<file path="config.mk">
export PLATFORM = sky130hd
export DESIGN_NAME = hazard_scoreboard_flat
export DESIGN_NICKNAME = d
export VERILOG_FILES = /design/src/rtl/hazard_scoreboard_if.sv /design/src/rtl/hazard_scoreboard.sv /design/src/flat_wrapper.sv
export SDC_FILE = /design/constraint.sdc
export NUM_CORES = 1
export LEC_CHECK = 0
export CORE_ASPECT_RATIO = 2
export CORE_UTILIZATION = 45
export CTS_CLUSTER_SIZE = 8
export DETAILED_ROUTE_END_ITERATION = 12
export PLACE_DENSITY = 0.8
export SLEW_MARGIN = 10
export SYNTH_ARGS = -nofsm -noshare
export SYNTH_HDL_FRONTEND = slang
export SYNTH_SLANG_ARGS = --single-unit
</file>
<file path="constraint.sdc">
create_clock -name clk -period 2.45 [get_ports clk]
set_input_delay 0.49 -clock clk [delete_from_list [all_inputs] [get_ports clk]]
set_output_delay 0.49 -clock clk [all_outputs]
set_load 0.01 [all_outputs]
</file>
<file path="src/rtl/hazard_scoreboard_if.sv">
// ID-stage request signals and hazard-control responses shared between the
// decode stage and hazard_scoreboard.
interface hazard_scoreboard_if #(
  parameter int AW = 5,
  parameter int SW = 2,
  parameter int CW = 32
);
  logic          id_valid;
  logic [AW-1:0] id_rs;
  logic [AW-1:0] id_rt;
  logic          id_rs_used;
  logic          id_rt_used;
  logic [AW-1:0] id_dst;
  logic          id_wr;
  logic          id_load;
  logic          br_taken;
  logic          stall;
  logic          flush;
  logic          id_byp_rs;
  logic          id_byp_rt;
  logic [SW-1:0] ex_fwd_rs_sel;
  logic [SW-1:0] ex_fwd_rt_sel;
  logic [CW-1:0] stall_cnt;
  logic [CW-1:0] flush_cnt;

  modport master (
    output id_valid, id_rs, id_rt, id_rs_used, id_rt_used, id_dst, id_wr,
           id_load, br_taken,
    input  stall, flush, id_byp_rs, id_byp_rt, ex_fwd_rs_sel, ex_fwd_rt_sel,
           stall_cnt, flush_cnt
  );

  modport slave (
    input  id_valid, id_rs, id_rt, id_rs_used, id_rt_used, id_dst, id_wr,
           id_load, br_taken,
    output stall, flush, id_byp_rs, id_byp_rt, ex_fwd_rs_sel, ex_fwd_rt_sel,
           stall_cnt, flush_cnt
  );
endinterface

</file>
<file path="src/rtl/hazard_scoreboard.sv">
// Tracks destinations of in-flight instructions past ID and produces forwarding
// selects, WB->ID bypass, load-use stall, branch flush and event counters.
module hazard_scoreboard #(
  parameter int AW         = 5,
  parameter int DEPTH      = 3,
  parameter int LOAD_READY = 2,
  parameter int BR_STAGE   = 1,
  parameter int CW         = 32,
  parameter int SW         = $clog2(DEPTH)
) (
  input logic               clk,
  input logic               rst,
  hazard_scoreboard_if.slave sb
);

  logic [DEPTH-1:0] entValid;
  logic [DEPTH-1:0] entLoad;
  logic [AW-1:0]    entDst [DEPTH];

  logic [AW-1:0] srcReg  [2];
  logic [1:0]    srcUsed;
  logic [1:0]    haz;
  logic [1:0]    byp;
  logic [1:0]    hit;
  logic [SW-1:0] sel     [2];

  logic          stallInt;
  logic          flushInt;
  logic [SW-1:0] selRsQ;
  logic [SW-1:0] selRtQ;
  logic [CW-1:0] stallCnt;
  logic [CW-1:0] flushCnt;

  assign srcReg[0]  = sb.id_rs;
  assign srcReg[1]  = sb.id_rt;
  assign srcUsed[0] = sb.id_rs_used;
  assign srcUsed[1] = sb.id_rt_used;

  // Ascending scan with a hit flag so the youngest (lowest-index) match wins.
  always_comb begin
    haz = '0;
    byp = '0;
    hit = '0;
    sel[0] = '0;
    sel[1] = '0;
    for (int unsigned s = 0; s < 2; s++) begin
      for (int unsigned j = 0; j < DEPTH; j++) begin
        if (!hit[s] && sb.id_valid && srcUsed[s] && entValid[j] &&
            (entDst[j] == srcReg[s]) && (srcReg[s] != '0)) begin
          hit[s] = 1'b1;
          if (j == DEPTH - 1)
            byp[s] = 1'b1;
          else if (entLoad[j] && (j + 1 < LOAD_READY))
            haz[s] = 1'b1;
          else
            sel[s] = SW'(j + 1);
        end
      end
    end
  end

  assign flushInt     = sb.br_taken & ~rst;
  assign stallInt     = (|haz) & ~flushInt & ~rst;
  assign sb.flush     = flushInt;
  assign sb.stall     = stallInt;
  assign sb.id_byp_rs = byp[0] & ~rst;
  assign sb.id_byp_rt = byp[1] & ~rst;

  always_ff @(posedge clk) begin
    if (rst) begin
      entValid <= '0;
      selRsQ   <= '0;
      selRtQ   <= '0;
      stallCnt <= '0;
      flushCnt <= '0;
    end else begin
      // Shift and squash in one step: stages 0..BR_STAGE hold the younger
      // instructions behind a taken branch.
      for (int unsigned j = 1; j < DEPTH; j++)
        entValid[j] <= entValid[j-1] & ~(flushInt && (j <= BR_STAGE));
      entValid[0] <= sb.id_valid & sb.id_wr & ~stallInt & ~flushInt;
      selRsQ <= (stallInt || flushInt) ? '0 : sel[0];
      selRtQ <= (stallInt || flushInt) ? '0 : sel[1];
      if (stallInt && (stallCnt != '1))
        stallCnt <= stallCnt + 1'b1;
      if (flushInt && (flushCnt != '1))
        flushCnt <= flushCnt + 1'b1;
    end
  end

  always_ff @(posedge clk) begin
    for (int unsigned j = 1; j < DEPTH; j++) begin
      entDst[j]  <= entDst[j-1];
      entLoad[j] <= entLoad[j-1];
    end
    entDst[0]  <= sb.id_dst;
    entLoad[0] <= sb.id_load;
  end

  assign sb.ex_fwd_rs_sel = selRsQ;
  assign sb.ex_fwd_rt_sel = selRtQ;
  assign sb.stall_cnt     = stallCnt;
  assign sb.flush_cnt     = flushCnt;

endmodule
</file>
<file path="src/flat_wrapper.sv">
// flat-port wrapper written by rule: the top's interface ports become plain ports
module hazard_scoreboard_flat 
#(
  parameter int AW         = 5,
  parameter int DEPTH      = 3,
  parameter int LOAD_READY = 2,
  parameter int BR_STAGE   = 1,
  parameter int CW         = 32,
  parameter int SW         = $clog2(DEPTH)
)
  (clk, rst, sb_id_valid, sb_id_rs, sb_id_rt, sb_id_rs_used, sb_id_rt_used, sb_id_dst, sb_id_wr, sb_id_load, sb_br_taken, sb_stall, sb_flush, sb_id_byp_rs, sb_id_byp_rt, sb_ex_fwd_rs_sel, sb_ex_fwd_rt_sel, sb_stall_cnt, sb_flush_cnt);
  hazard_scoreboard_if #(.AW(AW), .SW(SW), .CW(CW)) sb_i ();
  input logic clk;
  input logic rst;
  input wire logic [$bits(sb_i.id_valid)-1:0] sb_id_valid;
  input wire logic [$bits(sb_i.id_rs)-1:0] sb_id_rs;
  input wire logic [$bits(sb_i.id_rt)-1:0] sb_id_rt;
  input wire logic [$bits(sb_i.id_rs_used)-1:0] sb_id_rs_used;
  input wire logic [$bits(sb_i.id_rt_used)-1:0] sb_id_rt_used;
  input wire logic [$bits(sb_i.id_dst)-1:0] sb_id_dst;
  input wire logic [$bits(sb_i.id_wr)-1:0] sb_id_wr;
  input wire logic [$bits(sb_i.id_load)-1:0] sb_id_load;
  input wire logic [$bits(sb_i.br_taken)-1:0] sb_br_taken;
  output wire logic [$bits(sb_i.stall)-1:0] sb_stall;
  output wire logic [$bits(sb_i.flush)-1:0] sb_flush;
  output wire logic [$bits(sb_i.id_byp_rs)-1:0] sb_id_byp_rs;
  output wire logic [$bits(sb_i.id_byp_rt)-1:0] sb_id_byp_rt;
  output wire logic [$bits(sb_i.ex_fwd_rs_sel)-1:0] sb_ex_fwd_rs_sel;
  output wire logic [$bits(sb_i.ex_fwd_rt_sel)-1:0] sb_ex_fwd_rt_sel;
  output wire logic [$bits(sb_i.stall_cnt)-1:0] sb_stall_cnt;
  output wire logic [$bits(sb_i.flush_cnt)-1:0] sb_flush_cnt;
  assign sb_i.id_valid = sb_id_valid;
  assign sb_i.id_rs = sb_id_rs;
  assign sb_i.id_rt = sb_id_rt;
  assign sb_i.id_rs_used = sb_id_rs_used;
  assign sb_i.id_rt_used = sb_id_rt_used;
  assign sb_i.id_dst = sb_id_dst;
  assign sb_i.id_wr = sb_id_wr;
  assign sb_i.id_load = sb_id_load;
  assign sb_i.br_taken = sb_br_taken;
  assign sb_stall = sb_i.stall;
  assign sb_flush = sb_i.flush;
  assign sb_id_byp_rs = sb_i.id_byp_rs;
  assign sb_id_byp_rt = sb_i.id_byp_rt;
  assign sb_ex_fwd_rs_sel = sb_i.ex_fwd_rs_sel;
  assign sb_ex_fwd_rt_sel = sb_i.ex_fwd_rt_sel;
  assign sb_stall_cnt = sb_i.stall_cnt;
  assign sb_flush_cnt = sb_i.flush_cnt;
  hazard_scoreboard #(.AW(AW), .DEPTH(DEPTH), .LOAD_READY(LOAD_READY), .BR_STAGE(BR_STAGE), .CW(CW), .SW(SW)) u_core (.clk(clk), .rst(rst), .sb(sb_i));
endmodule
</file>
; Word level (Yosys, flattened, before mapping)
; Memories as Yosys holds them, arrays and structs flattened.
; Index checks and enable logic that the tools add are counted.
[op_classes]
n_eq_ne = 8
n_addsub = 2
shifts = 0
mux = 14
order_cmp = 0
bitwise = 14
mul = 0
div = 0
reduce_logical = 41
[op_table]
columns = cell, count
row1 = 32-bit by 1-bit adder with 32-bit output (second input constant), 2
row2 = 32-bit inequality test (second input constant), 2
row3 = 5-bit == test, 6
row4 = 1-bit logical AND, 30
row5 = 1-bit 2-to-1 mux, 11
row6 = 5-bit nonzero test, 2
row7 = 1-bit AND, 9
row8 = 4-bit OR reduction, 2
row9 = 2-bit 2-to-1 mux, 3
row10 = 1-bit inverter, 5
row11 = 1-bit logical NOT, 4
row12 = 2-bit OR reduction, 2
row13 = 1-bit logical OR, 1
[totals]
elab_cells = 88
mem_bits_rw = 15
latch_bits = 0
memories = 1
input_bits = 23
ff_bits = 72
rom_bits = 0
out_inout_bits = 72
[mem_list]
columns = memory, words, word_bits, rd, rd_clocked_by_memory_dff, wr, line
row1 = u_core.entDst, 3, 5, 3, 0, 3, hazard_scoreboard.sv:18  ; logic [AW-1:0] entDst [DEPTH];

; Logic depth before layout (Yosys ltp)
; Gate-level depths: netlist of run 1.
[logic_depth]
ltp_word = 20
mapped_depth = 9
depth_no_buf = 7

; Worst setup path before layout of run 1
; No wires, ideal clock.
[synth_timing]
kind = in2reg
start = input sb_id_rt[0]
end = register u_core.stallCnt[26], in the netlist u_core.sb.stall_cnt[26]
setup_slack_ns = 0.097
n_path_buf = 2
stages = 8
t_arrival_ns = 2.293
required_ns = 2.391
setup_time_ns = 0.059
path_cell_list = buf_6 xnor2_2 nand4_1 o32ai_4 or4b_1 buf_2 or4_1 nand2_1
[synth_between]
elab_chain_len = 8
elab_cells_between_ends = 9
cone_classes = eq/ne: 1 / mux: 1 / bitwise: 2 / reduce/logical: 5
[synth_lines]
columns = item, line
row1 = "start, declared", flat_wrapper.sv:17  ; input wire logic [$bits(sb_i.id_rt)-1:0] sb_id_rt;
row2 = 5-bit == test, hazard_scoreboard.sv:49  ; (entDst[j] == srcReg[s]) && (srcReg[s] != '0)) begin
row3 = 1-bit logical AND, hazard_scoreboard.sv:48  ; if (!hit[s] && sb.id_valid && srcUsed[s] && entValid[j] &&
row4 = 1-bit logical AND *, hazard_scoreboard.sv:49
row5 = 1-bit 2-to-1 mux *, hazard_scoreboard.sv:48
row6 = 2-bit OR reduction *, hazard_scoreboard.sv:63  ; assign stallInt = (|haz) & ~flushInt & ~rst;
row7 = 1-bit AND * (2 in a row), hazard_scoreboard.sv:63
row8 = 1-bit logical AND *, hazard_scoreboard.sv:84  ; if (stallInt && (stallCnt != '1))
row9 = "end signal, assigned", hazard_scoreboard.sv:85  ; stallCnt <= stallCnt + 1'b1;
row10 = "end, declared", hazard_scoreboard.sv:31  ; logic [CW-1:0] stallCnt;
; Mark *: on every way between the ends. The rest lies on a longest branch, timed or not.
; A chain may end at the register's enable or synchronous reset.

; Final worst setup path of run 1
[layout_timing]
start = input sb_id_rt_used
end = output sb_id_byp_rt
[layout_between]
elab_chain_len = 20
[layout_lines]
columns = item, line
row1 = "start, declared", flat_wrapper.sv:19  ; input wire logic [$bits(sb_i.id_rt_used)-1:0] sb_id_rt_used;
row2 = 1-bit logical AND (3 in a row), hazard_scoreboard.sv:48
row3 = 1-bit logical AND, hazard_scoreboard.sv:49
row4 = 1-bit 2-to-1 mux, hazard_scoreboard.sv:48
row5 = 1-bit logical NOT, hazard_scoreboard.sv:48
row6 = 1-bit logical AND (4 in a row), hazard_scoreboard.sv:48
row7 = 1-bit logical AND, hazard_scoreboard.sv:49
row8 = 1-bit 2-to-1 mux, hazard_scoreboard.sv:48
row9 = 1-bit logical NOT, hazard_scoreboard.sv:48
row10 = 1-bit logical AND, hazard_scoreboard.sv:48
row11 = 1-bit logical AND * (3 in a row), hazard_scoreboard.sv:48
row12 = 1-bit logical AND *, hazard_scoreboard.sv:49
row13 = 1-bit 2-to-1 mux *, hazard_scoreboard.sv:48
row14 = 1-bit AND *, hazard_scoreboard.sv:67  ; assign sb.id_byp_rt = byp[1] & ~rst;
row15 = "end, declared", flat_wrapper.sv:27  ; output wire logic [$bits(sb_i.id_byp_rt)-1:0] sb_id_byp_rt;
; Marks and branches as above.

==> results of run 1 <==
layout make-up:
cell class                      instances  area share [%]
Tap cell                              100            2.13
Clock inverter                          5            1.77
Multi-Input combinational cell        361            39.3
Inverter                                5           0.319
Clock buffer                           11            4.30
Sequential cell                        87            29.7
Timing Repair Buffer                  149            22.5
kinds of logic (layout without fill, tap and decap cells):
group	count (synthesis)	after routing	synth area share (%)
xor+xnor	64	64	13.9
compound gates	52	52	7.86
flops	87	87	42.6
fa+ha+maj	2	2	0.612
buf+inv	23	170	2.39
simple gates	236	236	30.8
mux	7	7	1.90
repair_timing:
item,in CTS,in global routing
gates resized for setup,49,14
setup endpoints to repair,22,15
setup buffers,4,0
pin swaps,8,9
critical path: stages:
cell and delay [ns]:
clkdlybuf4s50_1 0.49, o211ai_1 0.14, buf_4 0.17, buf_4 0.12
buf_4 0.13, nor4_2 0.26, buf_2 0.18
worst paths after layout:
check / slack [ns] / cells after the start / from / end
max: -0.01 / 7 / sb_id_rt_used / sb_id_byp_rt
min: 0.39 / 0 / u_core.entDst[0][5] / u_core.entDst[0][10]
max reg2reg: 0.14 / 6 / u_core.sb.stall_cnt[8] / u_core.sb.stall_cnt[28]
min reg2reg: 0.39 / 0 / u_core.entDst[0][5] / u_core.entDst[0][10]
power breakdown:
group / leakage (nW) / internal [mW] / switching, mW
clock network: 0.176 / 1.05 / 0.558
registers: 0.707 / 1.43 / 0.0194
logic: 1.31 / 0.0981 / 0.0862
total: 2.19 / 2.58 / 0.664
layout by cell type, fill, tap and decap left out, drive strengths merged, types with 3 or more instances in the layout:
cell / n
dfxtp: 87
nand2: 27
nor4: 10
xnor2: 21
a31oi: 3
xor2: 43
o21ai: 15
nand4: 27
o31ai: 6
or4: 9
mux2: 6
nor3: 10
o211ai: 3
bufinv: 3
a21oi: 20
and2: 4
and3: 17
clkdlybuf4s50: 78
nand3: 34
nor2: 58
and4: 8
inv: 5
clkbuf: 12
nor2b: 10
or3: 15
buf: 65
dlygate4sd2: 3
metal layers:
layer,GRT usage (%),vias to the layer above
li1,-,1965
met1,24.5,1927
met2,45.3,123
met3,3.90,26
met4,14.1,0
met5,0,-
registers in the layout (all words and copies together) (netlist names):
signal and flops:
u_core.entDst 15, u_core.sb.ex_fwd_rs_sel 2, u_core.entValid 3, u_core.entLoad 1, u_core.sb.ex_fwd_rt_sel 2, u_core.sb.flush_cnt 32
u_core.sb.stall_cnt 32
==> qor.yml, run 1 <==
placement.cell_area_um2: 5460
setup.worst_path.end_class: "output port"
postLayoutSetupSlackWorst_ns: -0.0129
nNetsFinal: 638
layout.cell_area.non_filler_um2: 5880
whs_ns: 0.391
timing.final.crit_period_ns: 2.46
share_of_layout_cells_above_drive_strength_1_pct: 16.3
met3_length_um: 475
setup-violations-final: 1
finClkSkew_ns: 0.00803
worst_skew_pair_later_pin_latency_ns: 0.34
pre_cts_slack_ns: -0.756
io_pins: 95
post-dp-hpwl_um: 8220
routed_via_density: 5.63
route.top_layer_used: "met4"
synth-edff-count: 0
dominantRegCellSynth: "dfxtp_1"
outcome: "finished with violations"
synth_register_bits: 87
synth_area_leaders: "dfxtp_1 (43%), xor2_1 (9.2%), nor2_1 (5.3%)"
grt_pass1_vias: 3924
setup_total_negative_slack_ns: -0.0129
final_antenna_net_count: 0
avg_synthesized_cell_area_um2: 8.68
area_of_the_multi_input_gates_um2: 2310
holdBufCountCts: 0
final-seq-area_um2: 1740
die-height_um: 137
met2_wirelength_um: 6360
root_buffer: "clkbuf_16"
drv.max_cap_violation_count: 0
drc: 0
layoutNonFillerInstCount: 718
cp_max_fo: 2
cts_htree_levels: 3
n_fill_cell: 690
tightest_slew_ns: 0.516
final_hold_viol_count: 0
diodes: 0
setup.worst_path.start_class: "input pin"
clkTransAtPathRegs_ns: 0.06
finalCritPeriodShare_pct: 101
drt_pass_1_iters: 4
grt_overflow: 0
start_util_pct: 47.0
async_flop_share_pct: 0
leakage_nw: 2.19
synth.distinct_cells: 43
max_slew_margin_pct: 65.6
library_cell_with_the_highest_instance_count_after_synthesis: "dfxtp_1"
finalPower_mw: 3.25
hold_class: "reg -> reg"
pin_count_of_the_biggest_net_entering_global_routing: 52
clock_sinks: 87
cts-buffers-inserted: 9
tritoncts: "yes"
failing_checks: "negative setup slack"
number_of_antenna_violations_at_the_first_check_in_global_routing: 0
gp_congestion: 0.878
placed_cells: 699
final_util_pct: 67.5
netlist.area_leader.share_pct: 42.6
core-area_um2: 8710
timing.critical_path.arrival_ns: 1.97
drt-met1-wl_um: 4130
post_drt_wl_per_cell_um: 15.8
grt_overall_usage_pct: 24.0
netlist_instances: 471
syn_nets: 496
count_of_warnings_emitted_by_yosys: 0
syn_area_um2: 4090
achievable-frequency_ghz: 0.406
io_buffer_count: 94
yosys.area.top_type: "dfxtp_1"
synth_sequential_area_ratio_pct: 42.6
grt_first_pass_wirelength_um: 18200
floorplan.die_area_um2: 9500
setup_repair_after_global_routing_missed_its_margin: "true"
floorplan.rows: 48
pwr_density_cell_nw_per_um2: 552
maximum_count_of_clock_buffers_along_a_single_path: 2
area.growth.synth_to_final_pct: 43.7
first_iter_violations: 251
cp.required_ns: 1.96
floorplan.die.width_um: 69.4
route.vias.total: 4041
ir_drop_uv: 434
wl_final_um: 11300
criticalPathCategory: "in -> out"
timing.final.max_slew_violations: 0
most_used_standard_cells_in_the_synthesized_netlist: "dfxtp_1 (87), nor2_1 (58), xor2_1 (43)"
Power figures use the tool's default switching activity.
==> inputs of run 2 (changes only) <==
--- a/config.mk
+++ b/config.mk
@@ -14,3 +14,4 @@
 export SYNTH_ARGS = -nofsm -noshare
 export SYNTH_HDL_FRONTEND = slang
 export SYNTH_SLANG_ARGS = --single-unit
+export TNS_END_PERCENT = 5
==> run 2 against run 1 <==
  * The flow now finishes without violations
  * Sequential share of layout area is 0.061 points higher
  * Power is 0.16% lower
  * Die area did not move
  * Critical path depth unchanged
  * Clock skew fell by 0.0022 ns
  * Global-route usage is the same
  * Register-to-register slack worse by 0.02 ns
  * Sequential power about the same
  * Combinational power barely moved
  * Worst hold slack gained 0.00099 ns
  * Largest power group unchanged
==> qor.yml, run 2 (synthesis gave the netlist of run 1 again) <==
grt_pass1_vias: 3924
pin_count_of_the_biggest_net_entering_global_routing: 52
setup_repair_after_global_routing_missed_its_margin: "true"
tightest_slew_ns: 0.519
timing.critical_path.arrival_ns: 1.95
grtUsageMet1_pct: 24.5
drt_pass_1_iters: 5
setup.worst_path.start_class: "input pin"
setup.worst_path.end_class: "output port"
gp_congestion: 0.878
holdBufCountCts: 0
cp.required_ns: 1.96
reg2reg_setup_slack_ns: 0.12
wl_final_um: 11300
io_pins: 95
cpPeakStageDelay_ns: 0.50
whs_ns: 0.392
pwr_density_cell_nw_per_um2: 553
final_antenna_net_count: 0
final_hold_viol_count: 0
layout.cells.most_common_list: "dfxtp_1 (87), clkdlybuf4s50_1 (78), nor2_1 (57), buf_4 (55), xor2_1 (43)"
nNetsFinal: 638
timing.rr.start: "u_core.entDst[0][0]"
post_drt_wl_per_cell_um: 15.7
ir_drop_uv: 433
core-area_um2: 8710
leakage_nw: 2.19
drc: 0
cts-buffers-inserted: 9
io_buffer_count: 94
holdPathStages: 0
worst_hold_startpoint: "u_core.entDst[0][5]"
grt_use_met3_pct: 3.90
achievable-frequency_ghz: 0.410
tritoncts: "yes"
cp_max_fo: 2
drv.max_cap_violation_count: 0
finClkSkew_ns: 0.00587
layout.cell_area.non_filler_um2: 5860
maximum_count_of_clock_buffers_along_a_single_path: 2
cts_htree_levels: 3
worst-path-buf-inv: 5
share_of_layout_cells_above_drive_strength_1_pct: 15.9
worst_skew_pair_later_pin_latency_ns: 0.34
grt_overall_usage_pct: 24.0
root_buffer: "clkbuf_16"
hold_class: "reg -> reg"
critPathMostFrequentCell: "buf_4"
grt_first_pass_wirelength_um: 18200
diodes: 0
start_util_pct: 47.0
n_fill_cell: 690
timing.final.max_slew_violations: 0
min_delay_worst_endpoint: "u_core.entDst[0][10]"
post-dp-hpwl_um: 8220
clkTransAtPathRegs_ns: 0.06
critical_path.reg2reg.endpoint: "u_core.sb.stall_cnt[28]"
setup-violations-final: 0
placement.cell_area_um2: 5460
area_of_the_multi_input_gates_um2: 2310
clock_sinks: 87
floorplan.die_area_um2: 9500
grt_overflow: 0
die-height_um: 137
criticalPathCategory: "in -> out"
critical_path_cell_by_cell: "clkdlybuf4s50_1, o211ai_1, buf_4, buf_4, buf_4, nor4_2, buf_2"
layout.cells.most_common: "dfxtp_1"
finalCritPeriodShare_pct: 99.6
timing.final.crit_period_ns: 2.44
crit_family: "buffers and inverters"
floorplan.die.width_um: 69.4
floorplan.rows: 48
met2_usage_grt_pct: 45.3
slowest_stage: "clkdlybuf4s50_1"
route.vias.total: 4035
grt-busiest-layer: "met2"
first_iter_violations: 235
worst-r2r-cell-count: 6
routed_via_density: 5.62
max_slew_margin_pct: 65.4
number_of_antenna_violations_at_the_first_check_in_global_routing: 0
outcome: "completed"
area.growth.synth_to_final_pct: 43.3
final-seq-area_um2: 1740
## run 2: cell types whose count changed in the layout (fill, tap and decap cells not counted)
cell / delta
buf_2: +3
clkdlybuf4s15_1: +2
dfxtp_2: -1
buf_6: -4
clkbuf_2: -1
dfxtp_1: +1
## run 2: worst reg2reg max path: stages, from the launching register on
cell and delay, ns:
dfxtp_1 0.46, xnor2_2 0.14, nand4_1 0.21, o32ai_4 0.37, or4b_4 0.56, or3_1 0.34
a21oi_1 0.18
## run 2: routing by layer
layer | part of all wire (%) | vias up
met3 | 4.2 | 28
met5 | 0 | -
met2 | 55 | 136
met4 | 3.2 | 0
met1 | 37 | 1910
li1 | - | 1961
## run 2: how the worst max path moves through the flow
stage	cells after the start	startpoint	slack, ns	end
final	7	sb_id_rt_used	0.009	sb_id_byp_rt
after CTS	6	sb_id_rt[1]	0.006	sb_id_byp_rt
after floorplan	8	sb_id_rt[0]	0.1	u_core.sb.stall_cnt[26]
after global routing	6	sb_id_rt[1]	-0.09	sb_id_byp_rt
after detailed placement	6	sb_id_rs[2]	-0.76	sb_id_byp_rs
after global placement	6	sb_id_rs[2]	-0.72	sb_id_byp_rs
## run 2: power by group
group          switching [mW]  total, mW  internal, mW  leakage [nW]
clock                   0.557       1.61          1.05         0.176
sequential             0.0194       1.45          1.43         0.707
combinational          0.0856      0.181        0.0950          1.30
total                   0.662       3.24          2.58          2.19
## run 2: final cells by class
class	instances	share of cell area [%]
clock inverters	5	1.77
inverters	5	0.320
repair buffers	149	22.3
clock buffers	11	4.31
well taps	100	2.13
flip-flops and latches	87	29.7
multi-input cells	361	39.4
## run 2: what timing repair did
item | CTS | global route
setup buffers | 4 | 0
pin swaps | 8 | 5
resized for setup | 49 | 7
setup endpoints to repair | 22 | 15
## run 2: per-stage QoR
step           util (%)  TNS, ns  setup slack, ns  power (mW)  cells
2_1_floorplan         -        0           0.0974        1.56    471
3_3_place_gp       62.7   -11.57           -0.722        1.66    699
3_5_place_dp       62.7   -12.95           -0.756        1.66    699
4_1_cts            66.9        0          0.00564        3.27    718
5_1_grt            67.3   -0.166          -0.0875        3.34    718
6_report           67.3        0          0.00900        3.24    718
==> inputs of run 3 (changes only) <==
--- a/config.mk
+++ b/config.mk
@@ -9,6 +9,7 @@
 export CORE_UTILIZATION = 45
 export CTS_CLUSTER_SIZE = 8
 export DETAILED_ROUTE_END_ITERATION = 12
+export GPL_TIMING_DRIVEN = 0
 export PLACE_DENSITY = 0.8
 export SLEW_MARGIN = 10
 export SYNTH_ARGS = -nofsm -noshare
==> run 3 against run 2 <==
  * The flow now finishes with violations (negative setup slack)
  * Clock power is 16% lower
  * Wire length up 3.8%
  * Combinational power down 3%
  * Global-route usage grew 0.92 points
  * Non-clock buffer count shrank 29
  * Sequential share of layout area up 1.2 points
  * Cell area decreased by 3.9%
  * Sequential cell count stayed put
  * Sequential power is essentially flat
  * Via count about the same
  * Cell count shrank 4.0%
  * Register-to-register slack worse by 0.13 ns
==> qor.yml, run 3 (synthesis gave the netlist of run 1 again) <==
cts_htree_levels: 3
gp_congestion: 0.881
grt_overflow: 0
setup.worst_path.start_class: "input pin"
layout.cells.most_common: "dfxtp_1"
tritoncts: "yes"
die-height_um: 137
final_antenna_net_count: 0
failing_checks: "negative setup slack"
pwr_density_cell_nw_per_um2: 530
layout.cells.most_common_list: "dfxtp_1 (86), clkdlybuf4s50_1 (78), nor2_1 (55), xor2_1 (43), nand3_1 (33)"
ir_drop_uv: 405
min_delay_worst_endpoint: "u_core.entDst[0][8]"
floorplan.die_area_um2: 9500
pin_count_of_the_biggest_net_entering_global_routing: 14
post_drt_wl_per_cell_um: 17.0
root_buffer: "clkbuf_16"
setup_repair_after_global_routing_missed_its_margin: "true"
reg2reg_setup_slack_ns: -0.01
wl_final_um: 11700
diodes: 0
timing.rr.start: "u_core.entDst[0][4]"
timing.critical_path.arrival_ns: 2.73
grt_pass1_vias: 3935
setup-violations-final: 5
leakage_nw: 2.01
final_hold_viol_count: 0
finClkSkew_ns: 0.0105
area.growth.synth_to_final_pct: 37.7
routed_via_density: 5.86
start_util_pct: 47.0
drc: 0
first_iter_violations: 330
io_pins: 95
io_buffer_count: 92
cp.required_ns: 2.71
setup.worst_path.end_class: "register"
postLayoutSetupSlackWorst_ns: -0.0199
criticalPathCategory: "in -> reg"
floorplan.die.width_um: 69.4
timing.final.max_slew_violations: 0
holdBufCountCts: 0
number_of_antenna_violations_at_the_first_check_in_global_routing: 0
max_slew_margin_pct: 58.1
holdPathStages: 0
worst_hold_startpoint: "u_core.entDst[0][3]"
cts-buffers-inserted: 9
route.vias.total: 4036
hold_class: "reg -> reg"
core-area_um2: 8710
maximum_count_of_clock_buffers_along_a_single_path: 2
share_of_layout_cells_above_drive_strength_1_pct: 11.7
grt_first_pass_wirelength_um: 18600
achievable-frequency_ghz: 0.405
worst-r2r-cell-count: 7
finalCritPeriodShare_pct: 101
outcome: "finished with violations"
timing.final.crit_period_ns: 2.47
clock_sinks: 87
worst_skew_pair_later_pin_latency_ns: 0.34
cp_max_fo: 7
tightest_slew_ns: 0.626
nNetsFinal: 609
floorplan.rows: 48
post-dp-hpwl_um: 8160
final_util_pct: 64.7
drt_pass_1_iters: 4
critical_path.reg2reg.endpoint: "u_core.sb.stall_cnt[28]"
pre_cts_slack_ns: -1.04
grt_overall_usage_pct: 24.9
clkTransAtPathRegs_ns: 0.06
drv.max_cap_violation_count: 0
## run 3: cell types whose count changed in the layout (fill, tap and decap cells not counted), sizes merged
cell / change
clkdlybuf4s15: -2
buf: -40
clkinv: +1
dlygate4sd2: -1
bufinv: -2
clkbuf: +15
## run 3: power by group
group	switching, mW	internal, mW
clock	0.547	0.814
combinational	0.0934	0.0819
sequential	0.0201	1.43
## run 3: repair_timing
action	4_1_cts	5_1_grt
pin swaps	9	7
endpoints found under the hold margin	0	0
resized for setup	71	17
endpoints found under the setup margin	31	38
setup buffers	8	2
## run 3: worst max path at each step
stage | startpoint | cells past startpoint | endpoint | slack, ns
floorplan | sb_id_rt[0] | 8 | u_core.sb.stall_cnt[26] | 0.1
global placement | sb_id_rs[2] | 6 | sb_id_byp_rs | -0.97
detailed placement | sb_id_rs[2] | 6 | sb_id_byp_rs | -1.04
CTS | sb_id_rt[4] | 6 | sb_id_byp_rt | -0.04
global route | sb_id_rt[4] | 9 | u_core.sb.stall_cnt[28] | -0.13
finish | sb_id_rt[4] | 9 | u_core.sb.stall_cnt[28] | -0.02
## run 3: final cells by class
| type | instances | area (um2) |
|---|---|---|
| Buffer | 18 | 95.1 |
| Clock inverter | 4 | 45.0 |
| Sequential cell | 87 | 1740 |
| Clock buffer | 12 | 246 |
| Fill cell | 698 | 3070 |
| Inverter | 5 | 18.8 |
| Timing Repair Buffer | 102 | 970 |
| Multi-Input combinational cell | 361 | 2390 |
| Tap cell | 100 | 125 |
## run 3: stage by stage
step | instances | instance area, um2 | hold WS [ns] | TNS, ns | total power [mW]
final | 689 | 5630 | 0.393 | -0.0790 | 2.99
after global routing | 689 | 5630 | 0.402 | -0.561 | 3.08
after CTS | 687 | 5550 | 0.398 | -0.0449 | 3.00
after detailed placement | 663 | 5140 | 0.384 | -26.58 | 1.64
after global placement | 663 | 5140 | 0.385 | -24.10 | 1.64
after floorplan | 471 | 4090 | 0.373 | 0 | 1.56
## run 3: critical path, cell delays in order
cell and delay, ns:
buf_8 0.09, buf_4 0.14, xnor2_1 0.18, nand4_1 0.25, o32ai_4 0.48, or4b_1 0.46
buf_2 0.17, or3_1 0.31, a21oi_1 0.14
## run 3: metal layers
metal	vias to the layer above	global-route usage (%)	routed length, um
li1	1912	-	-
met2	140	47.3	6370
met5	-	0	0
met4	0	14.5	473
met1	1947	24.6	4330
met3	37	4.93	546
